`config.mk`:
```
export PLATFORM = sky130hd
export DESIGN_NAME = deserializer
export DESIGN_NICKNAME = d
export VERILOG_FILES = /design/src/rtl/fft_pkg.sv /design/src/rtl/deserializer.sv
export SDC_FILE = /design/constraint.sdc
export NUM_CORES = 1
export LEC_CHECK = 0
export ABC_AREA = 0
export CAP_MARGIN = 15
export CORE_MARGIN = 1
export CORE_UTILIZATION = 40
export DETAILED_ROUTE_END_ITERATION = 16
export DONT_BUFFER_PORTS = 1
export PLACE_DENSITY = 0.57
export SYNTH_ARGS = -nofsm -noshare
export SYNTH_HDL_FRONTEND = slang
export SYNTH_SLANG_ARGS = --single-unit
```
`constraint.sdc`:
```
create_clock -name clk -period 2.45 [get_ports clk]
set_input_delay 0.245 -clock clk [delete_from_list [all_inputs] [get_ports clk]]
set_output_delay 0.245 -clock clk [all_outputs]
set_load 0.01 [all_outputs]
```
`src/rtl/fft_pkg.sv`:
```
`default_nettype none
// ============================================================================
// Module      : fft_pkg (package)
// Description : Shared FFT datapath constants and the serial chunk-order rule
//               used by both the output serializer and the input
//               deserializer. A loopback between them reproduces a frame
//               bit-for-bit only if both sides use chunk_lsb() below.
// Contents    : DATA_WIDTH, COMPLEX_WIDTH, NUM_POINTS, FRAME_WIDTH,
//               frame_t, chunk_lsb()
// Revision    : 1.0 - initial release
// ============================================================================
package fft_pkg;

    localparam int DATA_WIDTH    = 16;
    localparam int COMPLEX_WIDTH = 32;
    localparam int NUM_POINTS    = 8;
    localparam int FRAME_WIDTH   = 256;

    typedef logic [FRAME_WIDTH-1:0] frame_t;

    // Lowest bit position of serial chunk n inside a frame. Within a word the
    // upper half travels first; words travel in ascending order (word 0 first).
    function automatic int unsigned chunk_lsb(
        input int unsigned n,
        input int unsigned word_size,
        input int unsigned chunk_size
    );
        int unsigned cpw;
        int unsigned w;
        int unsigned j;
        cpw = word_size / chunk_size;
        w   = n / cpw;
        j   = n % cpw;
        return (w * word_size) + word_size - ((j + 1) * chunk_size);
    endfunction

endpackage : fft_pkg
`default_nettype wire

```
`src/rtl/deserializer.sv`:
```
`default_nettype none
// ============================================================================
// Module      : deserializer
// Description : Gathers NUM_CHUNKS serial chunks into one parallel frame for
//               the FFT core. The completed frame is registered and held while
//               the next frame accumulates; a one-cycle done pulse marks each
//               update of output_data.
// Ports       : clk                  - clock, rising edge
//               reset_n              - asynchronous active-low reset
//               input_valid          - input_data carries a chunk this cycle
//               input_data           - serial chunk [INPUT_SIZE]
//               flush                - synchronous abort of the partial frame
//               output_data          - last completed frame [OUTPUT_SIZE]
//               deserialization_done - one-cycle pulse, output_data updated
//               busy                 - a partial frame is held
// Revision    : 1.0 - initial release
// ============================================================================
module deserializer
    import fft_pkg::*;
#(
    parameter int INPUT_SIZE  = DATA_WIDTH,
    parameter int OUTPUT_SIZE = FRAME_WIDTH,
    parameter int WORD_SIZE   = COMPLEX_WIDTH
) (
    input  logic                   clk,
    input  logic                   reset_n,
    input  logic                   input_valid,
    input  logic [INPUT_SIZE-1:0]  input_data,
    input  logic                   flush,
    output logic [OUTPUT_SIZE-1:0] output_data,
    output logic                   deserialization_done,
    output logic                   busy
);

    localparam int NUM_CHUNKS = OUTPUT_SIZE / INPUT_SIZE;
    localparam int CNT_W      = (NUM_CHUNKS > 1) ? $clog2(NUM_CHUNKS) : 1;

    localparam logic [CNT_W-1:0] LAST_CHUNK = CNT_W'(NUM_CHUNKS - 1);

    localparam logic [0:0] ST_IDLE       = 1'b0;
    localparam logic [0:0] ST_COLLECTING = 1'b1;

    logic [0:0]             state_q, state_d;
    logic [CNT_W-1:0]       cnt_q, cnt_d;
    logic [OUTPUT_SIZE-1:0] asm_q, asm_d;
    logic [OUTPUT_SIZE-1:0] out_q, out_d;
    logic                   done_q, done_d;

    logic                   accept;
    logic                   last_chunk;
    // Assembly buffer with the current chunk already merged into its slot;
    // this is what output_data loads on the final chunk.
    logic [OUTPUT_SIZE-1:0] asm_merged;

    // flush has priority: a chunk presented alongside it is dropped.
    assign accept     = input_valid & ~flush;
    assign last_chunk = (cnt_q == LAST_CHUNK);

    // One slot per chunk position; slot positions are fixed at elaboration,
    // so the write path is a simple per-slot select on the counter value.
    for (genvar k = 0; k < NUM_CHUNKS; k++) begin : g_chunk
        localparam int unsigned LSB = chunk_lsb(k, WORD_SIZE, INPUT_SIZE);
        assign asm_merged[LSB +: INPUT_SIZE] =
            (accept && (cnt_q == CNT_W'(k))) ? input_data
                                             : asm_q[LSB +: INPUT_SIZE];
    end

    always_comb begin
        state_d = state_q;
        cnt_d   = cnt_q;
        out_d   = out_q;
        done_d  = 1'b0;
        // The buffer is never cleared: each frame overwrites every slot.
        asm_d   = asm_merged;

        if (flush) begin
            state_d = ST_IDLE;
            cnt_d   = '0;
        end else if (input_valid) begin
            if (last_chunk) begin
                state_d = ST_IDLE;
                cnt_d   = '0;
                out_d   = asm_merged;
                done_d  = 1'b1;
            end else begin
                state_d = ST_COLLECTING;
                cnt_d   = cnt_q + CNT_W'(1);
            end
        end
    end

    always_ff @(posedge clk or negedge reset_n) begin
        if (!reset_n) begin
            state_q <= ST_IDLE;
            cnt_q   <= '0;
            asm_q   <= '0;
            out_q   <= '0;
            done_q  <= 1'b0;
        end else begin
            state_q <= state_d;
            cnt_q   <= cnt_d;
            asm_q   <= asm_d;
            out_q   <= out_d;
            done_q  <= done_d;
        end
    end

    assign output_data          = out_q;
    assign deserialization_done = done_q;
    assign busy                 = (state_q == ST_COLLECTING);

endmodule : deserializer
`default_nettype wire

```
==> impl_metrics.py, run 1 <==
metrics = {
    "global_route": {
        "grt_first_pass_wirelength_um": 76300,
        "antenna_found_initial": 4,
        "grt_usage_pct": 20.3,
        "gr-total-overflow": 0,
        "grt_max_degree": 503,
        "grt_pass1_vias": 11500,
    },
    "place": {
        "hpwl_um": 30100,
        "dpl_cell_area_um2": 20400,
        "post-place-cells": 1967,
        "gp_congestion": 0.782,
        "io_buffers": 0,
    },
    "layout": {
        "final_cells": 2099,
        "drive_above_1_share_pct": 33.3,
        "area_growth_syn_to_layout_pct": 13.9,
        "fin_nets": 1413,
        "fin_area_um2": 22500,
    },
    "routing": {
        "first_pass_iters": 5,
        "drc": 0,
        "via_count": 11300,
        "ant_nets": 0,
        "vias_per_cell": 5.37,
        "post_drt_wl_per_cell_um": 24.1,
        "drt_iter0_drc": 755,
        "wirelength_um": 50500,
    },
    "timing": {
        "fin_worst_hold_slack_ps": -658,
        "fmax_ghz": 0.438,
        "setup_viol": 0,
        "slew_headroom_pct": -14.9,
        "worst_pin_slew_ps": 1720,
        "fin_skew_ps": 19.4,
        "grt_setup_unrepaired": "false",
        "fin_crit_ps": 2280,
        "slew_viol_final": 162,
        "finalHoldViolCount": 502,
        "setup-tns-final_ps": 0,
        "finalCritPeriodShare_pct": 93.2,
    },
    "die": {
        "num_rows": 81,
        "die_x_um": 224,
        "die_y_um": 224,
        "pin_count": 278,
        "core_um2": 48800,
        "die_area_um2": 50300,
        "start_util_pct": 40.5,
    },
    "setup_path": {
        "cp_cell_sequence": "inv_1 -> ha_2 -> nand2_1 -> nor2_2 -> buf_6 -> mux2_2 -> dlygate4sd3_1",
        "cp.depth": 7,
        "slowest_stage": "dlygate4sd3_1",
        "cp_data_required_time_ps": 2930,
        "crit_fanout": 16,
        "critPathKind": "reg2reg",
        "r2r_cells": 7,
        "startpoint": "cnt_q[0]",
        "cp-endpoint": "asm_q[217]",
        "rrSetupSlack_ps": 170,
        "start_kind": "flip-flop",
        "arrival_ps": 2760,
        "rr_startpoint": "cnt_q[0]",
        "cp_num_buf_inv": 3,
        "cpPeakStageDelay_ps": 560,
        "reg2reg_to": "asm_q[217]",
        "cp-end-kind": "flip-flop",
        "critical_path.top_delay_family": "buffers and inverters",
    },
    "clocking": {
        "cts-htree-levels": 2,
        "cts.sinks": 502,
        "cts_tree": "yes",
        "cts_setup_buffers": 0,
        "clkLatencyLatePin_ps": 600,
        "cts-buffers-inserted": 53,
        "cts.clk_slew.worst_paths_ps": 60,
        "hold_buffers": 31,
        "cts.path.max_buffers": 3,
        "cts-root-buf": "clkbuf_16",
    },
    "synthesis": {
        "synth_compound_area_share_pct": 8.18,
        "synthAdderAreaFrac_pct": 0.253,
        "yosys.area.top_type_share_pct": 63.5,
        "syn-instance-count": 1379,
        "synthArstFlopShare_pct": 100,
        "synth.largest_area_cell": "dfrtp_1",
        "syn_area_um2": 19800,
        "synthMuxAreaShare_pct": 22.7,
        "syn_nets": 1403,
        "synth_edf_count": 0,
        "yosysSeqAreaShare_pct": 63.5,
        "syn_avg_cell_area_um2": 14.3,
        "synth-xor-area-share_pct": 0.0443,
        "ys_ff_latch": 502,
        "yosys.area_share.simple_pct": 1.92,
        "ys_top_cells_by_area": "dfrtp_1 (64%), mux2_2 (13%), mux2_4 (7.6%)",
        "ys_types": 38,
        "synth_ff_type": "dfrtp_1",
        "synth_warnings": 0,
        "synth_top_family_by_area": "multiplexers",
    },
    "min_path": {
        "hp-class": "in2async",
    },
    "status": {
        "violations": "hold timing, slew limit",
        "status": "finished with violations",
    },
    "power": {
        "p_total_mw": 17.3,
        "p_leak_nw": 11.4,
        "p_per_area_nw_per_um2": 767,
        "irDropWorstVdd_mv": 0.521,
    },
    "run": {
        "drv_cap": 0,
    },
}
-- power by group --
group / internal (mW) / switching [mW]
logic: 0.293 / 0.289
clock network: 4.68 / 3.29
registers: 8.59 / 0.130
-- state kept, by name, indices dropped and copies added, names as in the netlist --
name,flops
output_data,256
busy,1
asm_q,240
deserialization_done,1
cnt_q,4
-- how the worst min path moves through the flow --
stage	slack, ps	startpoint	endpoint
final	-660	reset_n	output_data[171]
after global routing	-690	reset_n	output_data[171]
after CTS	-700	reset_n	asm_q[171]
after detailed placement	-40	reset_n	asm_q[171]
after global placement	-40	reset_n	asm_q[169]
after floorplan	-50	reset_n	asm_q[0]
-- synth_stat cells, types with 2 or more instances --
library cell,n
nand3_1,18
a31oi_1,16
dfrtp_1,502
buf_2,26
mux2_1,4
and2_1,2
buf_8,10
mux2i_1,33
nor2_1,3
buf_6,4
nand2_1,22
ha_1,4
o31ai_1,16
a21oi_1,19
mux2_2,232
nand2_2,7
o21ai_0,257
buf_1,3
mux2_4,100
nor2_2,3
clkbuf_1,59
buf_4,5
inv_1,19
-- cells in the final DEF (no fill, tap or decap), types with 2 or more instances in the layout --
| master | instances |
|---|---|
| a31oi_1 | 16 |
| a21oi_1 | 19 |
| clkbuf_8 | 9 |
| clkinv_2 | 15 |
| buf_12 | 17 |
| nand3_1 | 18 |
| mux2_4 | 100 |
| diode_2 | 4 |
| o31ai_1 | 16 |
| inv_6 | 5 |
| mux2i_1 | 33 |
| ha_1 | 3 |
| mux2_1 | 4 |
| clkbuf_1 | 11 |
| buf_4 | 22 |
| dfrtp_1 | 501 |
| dlygate4sd3_1 | 22 |
| nor2_1 | 3 |
| nand2_4 | 2 |
| bufinv_16 | 4 |
| mux2_2 | 232 |
| and2_1 | 2 |
| nand2_1 | 20 |
| inv_1 | 19 |
| nand2_2 | 6 |
| clkbuf_16 | 53 |
| nor2_2 | 3 |
| o21ai_0 | 257 |
-- layout make-up --
type | instances | area, um^2
clock inverters | 24 | 239
repair buffers | 62 | 737
clock buffers | 73 | 1490
well taps | 664 | 831
fillers | 4355 | 26300
multi-input cells | 750 | 6580
diodes | 4 | 10.0
inverters | 20 | 75.1
flip-flops and latches | 502 | 12600
-- repair_timing --
item                       CTS  global route
setup endpoints to repair    0             3
hold endpoints to repair   810           502
resized for setup            0             4
-- through the flow --
| step | worst slack (ps) | hold WS (ps) | util (%) |
|---|---|---|---|
| 3_5_place_dp | 242 | -43.6 | 41.7 |
| 2_1_floorplan | 490 | -50.6 | - |
| 5_1_grt | 43.0 | -687 | 46.1 |
| 4_1_cts | 50.2 | -699 | 46.1 |
| 3_3_place_gp | 275 | -39.8 | 41.7 |
| 6_report | 167 | -658 | 46.1 |
-- cell families after synthesis --
group           after synthesis
flops                       502
mux                         369
fa+ha+maj                     4
compound gates              310
xor+xnor                      1
simple gates                 66
buf+inv                     127
-- per-layer routing --
metal | GRT usage, % | vias to the layer above | share of wire (%)
li1 | - | 4929 | -
met1 | 26.2 | 5968 | 42
met2 | 33.4 | 294 | 49
met3 | 5.81 | 80 | 6.7
met4 | 5.95 | 0 | 2.3
met5 | 0 | - | 0
(Power assumes the default switching activity.)
==> run 2: changes to the inputs <==
- CORE_ASPECT_RATIO: unset -> 1.1
- CTS_CLUSTER_DIAMETER: unset -> 80
==> impl_metrics.py, run 2 (synthesis results as in run 1) <==
metrics = {
    "timing": {
        "fin_worst_hold_slack_ps": -644,
        "grt_setup_unrepaired": "false",
        "setup-tns-final_ps": 0,
        "worst_pin_slew_ps": 2620,
        "finalCritPeriodShare_pct": 93.1,
        "slew_headroom_pct": -74.9,
        "setup_viol": 0,
        "fmax_ghz": 0.439,
        "fin_crit_ps": 2280,
        "finalHoldViolCount": 502,
        "fin_skew_ps": 9.43,
        "slew_viol_final": 303,
    },
    "layout": {
        "final_util_pct": 46.1,
        "mostFrequentLayoutCell": "dfrtp_1",
        "fin_nets": 1411,
        "num-fill-cells": 4401,
        "drive_above_1_share_pct": 33.1,
        "area_growth_syn_to_layout_pct": 14.1,
        "layout_common_cells": "dfrtp_1 (501), o21ai_0 (257), mux2_2 (232)",
        "largest_reg_flops": 256,
        "fin_area_um2": 22600,
    },
    "setup_path": {
        "start_kind": "flip-flop",
        "cp_num_buf_inv": 3,
        "cp_cell_sequence": "inv_1 -> ha_1 -> nand4b_2 -> nor2_2 -> buf_4 -> mux2_2 -> dlygate4sd3_1",
        "critical_path.top_delay_family": "buffers and inverters",
        "arrival_ps": 2740,
        "critPathKind": "reg2reg",
        "crit_fanout": 16,
        "r2r_cells": 7,
        "cp-end-kind": "flip-flop",
        "slowest_stage": "dlygate4sd3_1",
        "reg2reg_to": "asm_q[68]",
        "rrSetupSlack_ps": 170,
        "cp_data_required_time_ps": 2910,
        "cpPeakStageDelay_ps": 550,
        "rr_startpoint": "cnt_q[1]",
    },
    "clocking": {
        "cts_tree": "yes",
        "cts.clk_slew.worst_paths_ps": 60,
        "hold_buffers": 33,
        "cts.sinks": 502,
        "clkLatencyLatePin_ps": 580,
        "cts-htree-levels": 2,
        "cts-root-buf": "clkbuf_16",
        "cts-buffers-inserted": 52,
        "cts_setup_buffers": 0,
        "cts.path.max_buffers": 3,
    },
    "routing": {
        "drc": 0,
        "wirelength_um": 52300,
        "first_pass_iters": 5,
        "drt_iter0_drc": 826,
        "vias_per_cell": 5.40,
        "ant_nets": 0,
        "via_count": 11200,
        "post_drt_wl_per_cell_um": 25.1,
    },
    "power": {
        "p_per_area_nw_per_um2": 776,
        "switching_share_pct": 21.0,
        "intPower_mw": 13.8,
        "clkPwrFrac_pct": 46.6,
        "pwr-share-comb_pct": 3.6,
        "p_sw_mw": 3.67,
        "p_leak_nw": 11.4,
        "seqPwrFrac_pct": 49.9,
        "irDropWorstVdd_mv": 0.580,
    },
    "global_route": {
        "grt_usage_pct": 20.9,
        "grt_first_pass_wirelength_um": 78600,
        "grt_pass1_vias": 11600,
        "antenna_found_initial": 4,
        "gr-total-overflow": 0,
        "grt_max_degree": 503,
    },
    "run": {
        "drv_cap": 0,
    },
    "status": {
        "violations": "hold timing, slew limit",
        "status": "finished with violations",
    },
    "die": {
        "core_um2": 48900,
        "die_area_um2": 50300,
        "start_util_pct": 40.4,
        "die_y_um": 235,
        "die_x_um": 214,
        "num_rows": 85,
        "pin_count": 278,
    },
    "place": {
        "gp_congestion": 0.779,
        "hpwl_um": 30000,
        "dpl_cell_area_um2": 20300,
        "io_buffers": 0,
    },
    "min_path": {
        "hp-class": "in2async",
    },
}
run 2: cell count changes in the layout (fill, tap and decap cells not counted), moves of 2 or more:
cell	before	now
buf_12	17	22
bufinv_16	4	6
clkbuf_1	11	14
clkbuf_8	9	11
clkinv_2	15	4
clkinvlp_4	0	4
diode_2	4	2
dlygate4sd3_1	22	17
inv_6	5	0
run 2: worst max-delay path by stage:
| stage | from | to | slack, ps | cells past startpoint |
|---|---|---|---|---|
| 6_report | cnt_q[1] | asm_q[68] | 170 | 7 |
| 5_1_grt | cnt_q[1] | asm_q[68] | 6 | 7 |
| 4_1_cts | cnt_q[2] | output_data[238] | 110 | 4 |
| 3_5_place_dp | cnt_q[2] | output_data[157] | 320 | 4 |
| 3_3_place_gp | cnt_q[2] | output_data[172] | 360 | 4 |
| 2_1_floorplan | cnt_q[0] | output_data[128] | 490 | 8 |
run 2: final cells by class:
type	instances	area (um^2)	share of cell area (%)
sequential	502	12600	55.7
tap	652	816	3.61
clock buffer	78	1530	6.78
multi-input combinational	750	6570	29.1
clock inverter	15	239	1.06
timing repair buffer	61	776	3.44
antenna	2	5.00	0.0222
inverter	20	75.1	0.333
run 2: timing repair:
item | CTS | global route
endpoints found under the hold margin | 811 | 502
setup endpoints to repair | 0 | 2
resized for setup | 0 | 1
run 2: metal layers:
layer  global-route usage (%)  vias up  wire [um]
li1                         -     4909          -
met1                     27.0     5902      22000
met2                     32.9      342      24500
met3                     8.07       84       4630
met4                     5.56        0       1240
met5                        0        -          0
run 2: power by group through the flow:
stage	logic (mW)	clock network, mW	registers, mW
final	0.625	8.15	8.73
after detailed placement	0.397	0	8.88
after global placement	0.379	0	8.86
after floorplan	0.367	0	8.83
after global routing	0.677	8.74	8.76
after CTS	0.640	8.38	8.73
run 2: through the flow:
step / hold slack [ps] / setup slack, ps / power, mW / cells
2_1_floorplan: -50.6 / 490 / 9.20 / 1379
3_3_place_gp: -41.2 / 364 / 9.24 / 1952
3_5_place_dp: -34.9 / 322 / 9.27 / 1952
4_1_cts: -671 / 114 / 17.7 / 2078
5_1_grt: -669 / 6.28 / 18.2 / 2078
6_report: -644 / 170 / 17.5 / 2080
==> run 3: changes to the inputs <==
- clock period: 2.45 -> 2.3 ns (I/O delays scaled with it)
==> impl_metrics.py, run 3 (synthesis results as in run 1) <==
metrics = {
    "die": {
        "num_rows": 85,
        "pin_count": 278,
        "core_um2": 48900,
        "die_area_um2": 50300,
        "die_y_um": 235,
        "die_x_um": 214,
        "start_util_pct": 40.4,
    },
    "power": {
        "seqPwrFrac_pct": 49.2,
        "pwr-share-comb_pct": 3.6,
        "p_sw_mw": 4.11,
        "intPower_mw": 14.8,
        "p_per_area_nw_per_um2": 829,
        "p_leak_nw": 11.5,
        "irDropWorstVdd_mv": 0.609,
        "clkPwrFrac_pct": 47.2,
        "switching_share_pct": 21.7,
    },
    "setup_path": {
        "crit_fanout": 16,
        "critical_path.top_delay_family": "buffers and inverters",
        "arrival_ps": 2660,
        "critPathKind": "reg2reg",
        "rrSetupSlack_ps": 110,
        "reg2reg_to": "asm_q[66]",
        "cp-end-kind": "flip-flop",
        "cp_num_buf_inv": 3,
        "cp-endpoint": "asm_q[66]",
        "slowest_stage": "dlygate4sd3_1",
        "cp_data_required_time_ps": 2770,
        "r2r_cells": 7,
        "rr_startpoint": "cnt_q[1]",
        "start_kind": "flip-flop",
        "cp_cell_sequence": "inv_2 -> ha_2 -> nand4b_2 -> nor2_4 -> buf_12 -> mux2_2 -> dlygate4sd3_1",
        "startpoint": "cnt_q[1]",
        "cpPeakStageDelay_ps": 550,
        "cp.depth": 7,
    },
    "global_route": {
        "antenna_found_initial": 5,
        "gr-total-overflow": 0,
        "grt_usage_pct": 21.1,
        "grt_first_pass_wirelength_um": 79200,
        "grt_pass1_vias": 11700,
        "grt_max_degree": 503,
    },
    "layout": {
        "largest_reg_flops": 256,
        "fin_area_um2": 22800,
        "mostFrequentLayoutCell": "dfrtp_1",
        "layout_common_cells": "dfrtp_1 (502), o21ai_0 (257), mux2_2 (232)",
        "num-fill-cells": 4383,
        "n_antenna_cell": 0,
        "regArea_um2": 12600,
        "drive_above_1_share_pct": 34.4,
        "final_cells": 2101,
        "multi_input_area_um2": 6580,
        "area_growth_syn_to_layout_pct": 15.4,
        "fin_nets": 1430,
    },
    "timing": {
        "slew_viol_final": 350,
        "fin_worst_hold_slack_ps": -671,
        "setup-tns-final_ps": 0,
        "fmax_ghz": 0.457,
        "grt_setup_unrepaired": "false",
        "setup_viol": 0,
        "finalCritPeriodShare_pct": 95.2,
        "worst_pin_slew_ps": 2720,
        "slew_headroom_pct": -81.0,
        "fin_crit_ps": 2190,
        "finalHoldViolCount": 502,
        "fin_skew_ps": 14.7,
    },
    "clocking": {
        "cts-htree-levels": 2,
        "clkLatencyLatePin_ps": 600,
        "cts-buffers-inserted": 52,
        "cts.sinks": 502,
        "cts.path.max_buffers": 3,
        "hold_buffers": 37,
        "cts_tree": "yes",
        "cts-root-buf": "clkbuf_16",
        "cts_setup_buffers": 0,
        "cts.clk_slew.worst_paths_ps": 60,
    },
    "status": {
        "status": "finished with violations",
        "violations": "hold timing, slew limit",
    },
    "place": {
        "hpwl_um": 30300,
        "dpl_cell_area_um2": 20400,
        "gp_congestion": 0.802,
        "post-place-cells": 1967,
        "io_buffers": 0,
    },
    "routing": {
        "m1WireLength_um": 21600,
        "post_drt_wl_per_cell_um": 25.0,
        "ant_nets": 0,
        "drt_iter0_drc": 820,
        "dr_wl_met2_um": 24600,
        "wl_met3_um": 4570,
        "drc": 0,
        "wirelength_um": 52400,
        "via_count": 11300,
        "routed.top_layer": "met4",
        "first_pass_iters": 5,
        "vias_per_cell": 5.36,
    },
    "run": {
        "drv_cap": 0,
    },
    "min_path": {
        "hp-class": "in2async",
    },
}
[run 3: worst reg2reg max path, cell delays in order, from the launching register on]
cell	delay (ps)
dfrtp_1	430
inv_2	100
ha_2	190
nand4b_2	140
nor2_4	140
buf_12	170
mux2_2	360
dlygate4sd3_1	550
[run 3: routing by layer]
layer,up-vias,global-route usage [%]
li1,4967,-
met1,5901,26.8
met2,319,33.2
met3,80,7.55
met4,0,7.15
met5,-,0
[run 3: power groups by stage]
stage | logic [mW] | registers [mW] | clock network (mW)
global placement | 0.410 | 9.46 | 0
floorplan | 0.390 | 9.41 | 0
global route | 0.743 | 9.34 | 9.52
finish | 0.689 | 9.31 | 8.93
detailed placement | 0.432 | 9.47 | 0
CTS | 0.702 | 9.31 | 9.13
[run 3: stage by stage]
| step | hold WS (ps) | total power [mW] | setup slack (ps) | util [%] |
|---|---|---|---|---|
| global route | -708 | 19.6 | 5.96 | 46.7 |
| CTS | -710 | 19.1 | 76.8 | 46.6 |
| global placement | -50.6 | 9.87 | 337 | 41.8 |
| detailed placement | -50.4 | 9.90 | 289 | 41.8 |
| floorplan | -65.6 | 9.80 | 340 | - |
| finish | -671 | 18.9 | 110 | 46.7 |
[run 3: worst min-delay path by stage]
stage	depth (start not counted)	slack, ps	endpoint
after global placement	0	-50	output_data[106]
after detailed placement	0	-50	output_data[107]
final	0	-670	output_data[107]
after CTS	0	-710	output_data[118]
after floorplan	0	-70	asm_q[0]
after global routing	0	-710	asm_q[105]
[run 3: timing repair]
action / CTS / global route
setup endpoints to repair: 0 / 2
gates resized for setup: 0 / 4
endpoints found under the hold margin: 811 / 502
[run 3: final cells by class]
| type | instances | share of cell area [%] |
|---|---|---|
| flip-flops and latches | 502 | 55.0 |
| repair buffers | 80 | 4.18 |
| well taps | 652 | 3.57 |
| multi-input cells | 750 | 28.8 |
| inverters | 20 | 0.329 |
| clock inverters | 21 | 1.15 |
| clock buffers | 76 | 6.90 |
